==> src/rtl/core_pkg.sv <==
// Shared core constants: data-memory geometry and halfword lane-mask encodings.
package core_pkg;

  localparam int DM_ADDR_W = 6;
  localparam int WORD_W    = 32;

  localparam logic [1:0] SEL_NONE = 2'b00;
  localparam logic [1:0] SEL_LO   = 2'b01;
  localparam logic [1:0] SEL_HI   = 2'b10;
  localparam logic [1:0] SEL_WORD = 2'b11;

endpackage

==> src/rtl/data_memory.sv <==
// MEM-stage data memory: word RAM with a halfword-masked synchronous write port,
// two independent combinational read ports, and an asynchronous clear on reset.
module data_memory
  import core_pkg::*;
#(
  parameter int ADDR_W = DM_ADDR_W,
  parameter int DATA_W = WORD_W
) (
  input  logic              clk,
  input  logic              rst,
  input  logic [ADDR_W-1:0] addr,
  input  logic [ADDR_W-1:0] disp_addr,
  input  logic [DATA_W-1:0] wdata,
  input  logic              we,
  input  logic [1:0]        sel,
  output logic [DATA_W-1:0] rdata,
  output logic [DATA_W-1:0] disp_data
);

  localparam int DEPTH  = 2 ** ADDR_W;
  localparam int LANE_W = DATA_W / 2;

  // Each halfword lane is its own array so that both lanes can be written
  // from separate processes without sharing a storage variable.
  for (genvar l = 0; l < 2; l++) begin : g_lane
    logic [LANE_W-1:0] lane_mem [DEPTH];

    always_ff @(posedge clk or posedge rst) begin
      if (rst) begin
        for (int unsigned i = 0; i < DEPTH; i++) begin
          lane_mem[i] <= '0;
        end
      end else if (we && sel[l]) begin
        lane_mem[addr] <= wdata[l*LANE_W +: LANE_W];
      end
    end

    assign rdata[l*LANE_W +: LANE_W]     = lane_mem[addr];
    assign disp_data[l*LANE_W +: LANE_W] = lane_mem[disp_addr];
  end

endmodule

==> config.mk <==
export PLATFORM = sky130hd
export DESIGN_NAME = data_memory
export DESIGN_NICKNAME = d
export VERILOG_FILES = /design/src/rtl/core_pkg.sv /design/src/rtl/data_memory.sv
export SDC_FILE = /design/constraint.sdc
export NUM_CORES = 2
export LEC_CHECK = 0
export CORE_ASPECT_RATIO = 0.75
export CORE_MARGIN = 2
export CORE_UTILIZATION = 44
export CTS_BUF_LIST = sky130_fd_sc_hd__clkbuf_4 sky130_fd_sc_hd__clkbuf_8
export CTS_CLUSTER_SIZE = 8
export DETAILED_ROUTE_END_ITERATION = 6
export SLEW_MARGIN = 10
export SYNTH_ARGS = -nofsm -noshare
export SYNTH_HDL_FRONTEND = slang
export SYNTH_SLANG_ARGS = --single-unit
==> constraint.sdc <==
create_clock -name clk -period 98.7 [get_ports clk]
set_clock_uncertainty 0.05 [all_clocks]
set_input_delay 19.74 -clock clk [delete_from_list [all_inputs] [get_ports clk]]
set_output_delay 19.74 -clock clk [all_outputs]
set_load 0.01 [all_outputs]
==> impl_metrics.env <==
export IMPL_run_status="completed"
export IMPL_topRoutingLayerUsed="met5"
export IMPL_clkTransAtPathRegs_ps=60
export IMPL_cts_path_max_buffers=4
export IMPL_multi_input_area_um2=54470
export IMPL_htreeDepth=5
export IMPL_power_density_nw_per_um2=17.09
export IMPL_syn_area_um2=109400
export IMPL_hp_class="register to register"
export IMPL_tns_ps=0
export IMPL_layoutNonFillerInstCount=11175
export IMPL_grt_first_pass_wirelength_mm=620.3
export IMPL_grt_ovfl_total=0
export IMPL_p_leak_nw=53.06
export IMPL_track_usage_pct=34.36
export IMPL_wl_met1_mm=171.1
export IMPL_dieWidth_um=579.7
export IMPL_ys_async_sr_fraction_pct=100.0
export IMPL_syn_avg_cell_area_um2=14.09
export IMPL_cp_cell_sequence="buf_8, buf_4, buf_4, buf_12, buf_12, buf_4, mux4_2, a22o_1, a221oi_1, a221oi_1, clkdlybuf4s50_1"
export IMPL_cp_startpoint="disp_addr[0]"
export IMPL_synth_edf_count=0
export IMPL_grt_start_max_net_pins=171
export IMPL_dp_hpwl_mm=266.7
export IMPL_ir_drop_v=0.00001227
export IMPL_worst_r2r_cell_count=1
export IMPL_synth_adder_area_share_pct=0
export IMPL_tightest_slew_ps=1436
export IMPL_holdPathEnd="g_lane[0].lane_mem[84]"
export IMPL_largest_registers="g_lane.lane_mem: 2048 flops"
export IMPL_cts_resized=0
export IMPL_post_route_period_util_pct=46.52
export IMPL_avgRoutedWirePerCell_um=39.46
export IMPL_ys_flop_type="dfrtp_1"
export IMPL_cts_tree="yes"
export IMPL_hold_violations=0
export IMPL_setup_viol=0
export IMPL_rows=158
export IMPL_ant_nets=0
export IMPL_start_kind="primary input"
export IMPL_r2r_slack_ps=97830
export IMPL_cts_inserted_buffers=335
export IMPL_dieArea_um2=252600
export IMPL_ys_seq_area_share_pct=46.85
export IMPL_drc=0
export IMPL_die_h_um=435.8
export IMPL_required_ps=78910
export IMPL_route_met2_wl_mm=184.6
export IMPL_regArea_um2=51250
export IMPL_synth_xor_area_share_pct=0
export IMPL_slew_headroom_pct=3.610
export IMPL_cpMostUsedCell="buf_4"
export IMPL_route_met3_wl_mm=54.91
export IMPL_nNetsFinal=7703
export IMPL_cts_root_buf="clkbuf_8"
export IMPL_cp_max_fo=90
export IMPL_crit_path_top_delay_cell="buf_4"
export IMPL_drive_gt1_share_pct=49.43
export IMPL_synth_compound_area_share_pct=7.545
export IMPL_regMostFlops="g_lane.lane_mem"
export IMPL_port_buffers=112
export IMPL_core_area_um2=247100
export IMPL_antenna_found_initial=35
export IMPL_period_minus_slack_ps=45920
export IMPL_netlist_instances=7762
export IMPL_reg2reg_to="g_lane[1].lane_mem[501]"
export IMPL_initial_core_util_pct=44.27
export IMPL_synth_fp_nets=7811
export IMPL_syn_to_final_growth_pct=9.440
export IMPL_netlist_cell_type_count=69
export IMPL_fmax_mhz=21.78
export IMPL_crit_type="primary input to output port"
export IMPL_rsz0062_at_grt="false"
export IMPL_routed_via_count=78732
export IMPL_worstSetupEndpointType="output port"
export IMPL_largest_reg_flops=2048
export IMPL_synth_simple_area_share_pct=2.850
export IMPL_ios=113
export IMPL_postRouteWirelength_mm=441.0
export IMPL_post_cts_buffers=0
export IMPL_clock_latency_ps=950
export IMPL_critPathMaxStageDelay_ps=770
export IMPL_yosys_mux_area_fraction_pct=38.96
export IMPL_num_fill_cells=21481
export IMPL_cts_hold_buf=0
export IMPL_placed_cells=10596
export IMPL_drt_initial_drc_count=10346
export IMPL_viasPerCell=7.045
export IMPL_synth_top_family_by_area="multiplexers"
export IMPL_hold_path_depth=1
export IMPL_max_cap_violations=0
export IMPL_min_from="g_lane[0].lane_mem[84]"
export IMPL_ys_ff_latch=2048
export IMPL_cp_data_arrival_time_ps=26130
export IMPL_slew_viol_final=0
export IMPL_clock_sinks=2048
export IMPL_grt_pass1_vias=77846
export IMPL_drtPass1Iterations=6
export IMPL_gp_congestion=0.9230
export IMPL_reg2reg_from="g_lane[1].lane_mem[501]"
export IMPL_yosys_warnings=0
## metrics by stage
step / util, % / setup WS [ps] / total power [mW] / hold WS [ps] / area, um2
2_1_floorplan: - / 21060 / 1.168 / 420.5 / 109400
3_3_place_gp: 45.73 / 52790 / 1.269 / 437.2 / 113000
3_5_place_dp: 45.73 / 52760 / 1.278 / 448.9 / 113000
4_1_cts: 48.40 / 52750 / 2.041 / 462.3 / 119600
5_1_grt: 48.41 / 52440 / 2.110 / 485.8 / 119600
6_report: 48.44 / 52780 / 2.046 / 460.6 / 119700
## cell usage after synthesis, types with 14 or more instances
cell / number / share of area (%)
a211oi_1: 20 / 0.14
a21oi_1: 191 / 0.87
a221o_1: 34 / 0.31
a221oi_1: 239 / 1.9
a22o_1: 67 / 0.54
a22oi_1: 166 / 1.1
a31oi_1: 39 / 0.22
buf_1: 72 / 0.25
buf_2: 227 / 1.0
buf_4: 146 / 1.0
buf_6: 27 / 0.28
clkbuf_1: 344 / 1.2
dfrtp_1: 2048 / 47
mux2_2: 2157 / 22
mux2i_1: 277 / 2.5
mux4_2: 685 / 14
nand2_1: 160 / 0.55
nand2b_1: 14 / 0.080
nand3_1: 34 / 0.16
nand4_1: 21 / 0.12
nor2_1: 157 / 0.54
nor2_2: 91 / 0.52
nor2_4: 16 / 0.16
nor2b_1: 18 / 0.10
nor3_1: 19 / 0.087
o21ai_0: 136 / 0.62
o221ai_1: 40 / 0.32
o22ai_1: 138 / 0.79
o2bb2ai_1: 21 / 0.17
## final cells by class
class / count / area share (%)
Clock buffer: 520 / 5.377
Clock inverter: 27 / 0.1380
Antenna cell: 31 / 0.06480
Sequential cell: 2048 / 42.81
Timing Repair Buffer: 373 / 2.648
Inverter: 5 / 0.03449
Tap cell: 3280 / 3.428
Multi-Input combinational cell: 4891 / 45.50
## metal layers
metal  GRT usage, %  vias to the layer above
met4          20.02                       28
met5              0                        -
met1          46.13                    41902
li1               -                    29913
met2          48.45                     5527
met3          11.43                     1362
## critical path, delay by kind of cell
kind	cells	cell delay, ps
compound gates	3	1110
buf+inv	7	4280
mux	1	590
## placed cells by master, fill, tap and decap left out, drive strengths merged, types with 31 or more instances in the layout
| cell type | netlist | layout |
|---|---|---|
| mux2 | 2168 | 2168 |
| dfrtp | 2048 | 2048 |
| mux4 | 685 | 685 |
| clkbuf | 344 | 520 |
| buf | 474 | 301 |
| mux2i | 277 | 277 |
| nor2 | 264 | 264 |
| a221oi | 240 | 240 |
| a21oi | 191 | 191 |
| nand2 | 173 | 173 |
| a22oi | 166 | 166 |
| o22ai | 138 | 138 |
| o21ai | 136 | 136 |
| clkdlybuf4s50 | 0 | 72 |
| a22o | 67 | 67 |
| o221ai | 40 | 40 |
| a31oi | 39 | 39 |
| a221o | 34 | 34 |
| nand3 | 34 | 34 |
| diode | 0 | 31 |
## worst max path at each step
stage	to	slack, ps
floorplan	g_lane[0].lane_mem[0]	21060
global placement	disp_data[19]	52790
detailed placement	disp_data[19]	52760
CTS	disp_data[19]	52750
global route	disp_data[22]	52440
finish	disp_data[19]	52780
## power by group
part           total, mW  internal, mW  switching [mW]
logic              0.310         0.137           0.173
clock network      0.774         0.411           0.363
registers          0.962         0.909          0.0535
## cell families (layout without fill, tap and decap cells)
logic type / Yosys count / after routing
simple gates: 609 / 609
compound gates: 1152 / 1152
other cells: 0 / 31
buf+inv: 823 / 925
mux: 3130 / 3130
flops: 2048 / 2048
No activity file was read; power rests on OpenSTA's default activity.
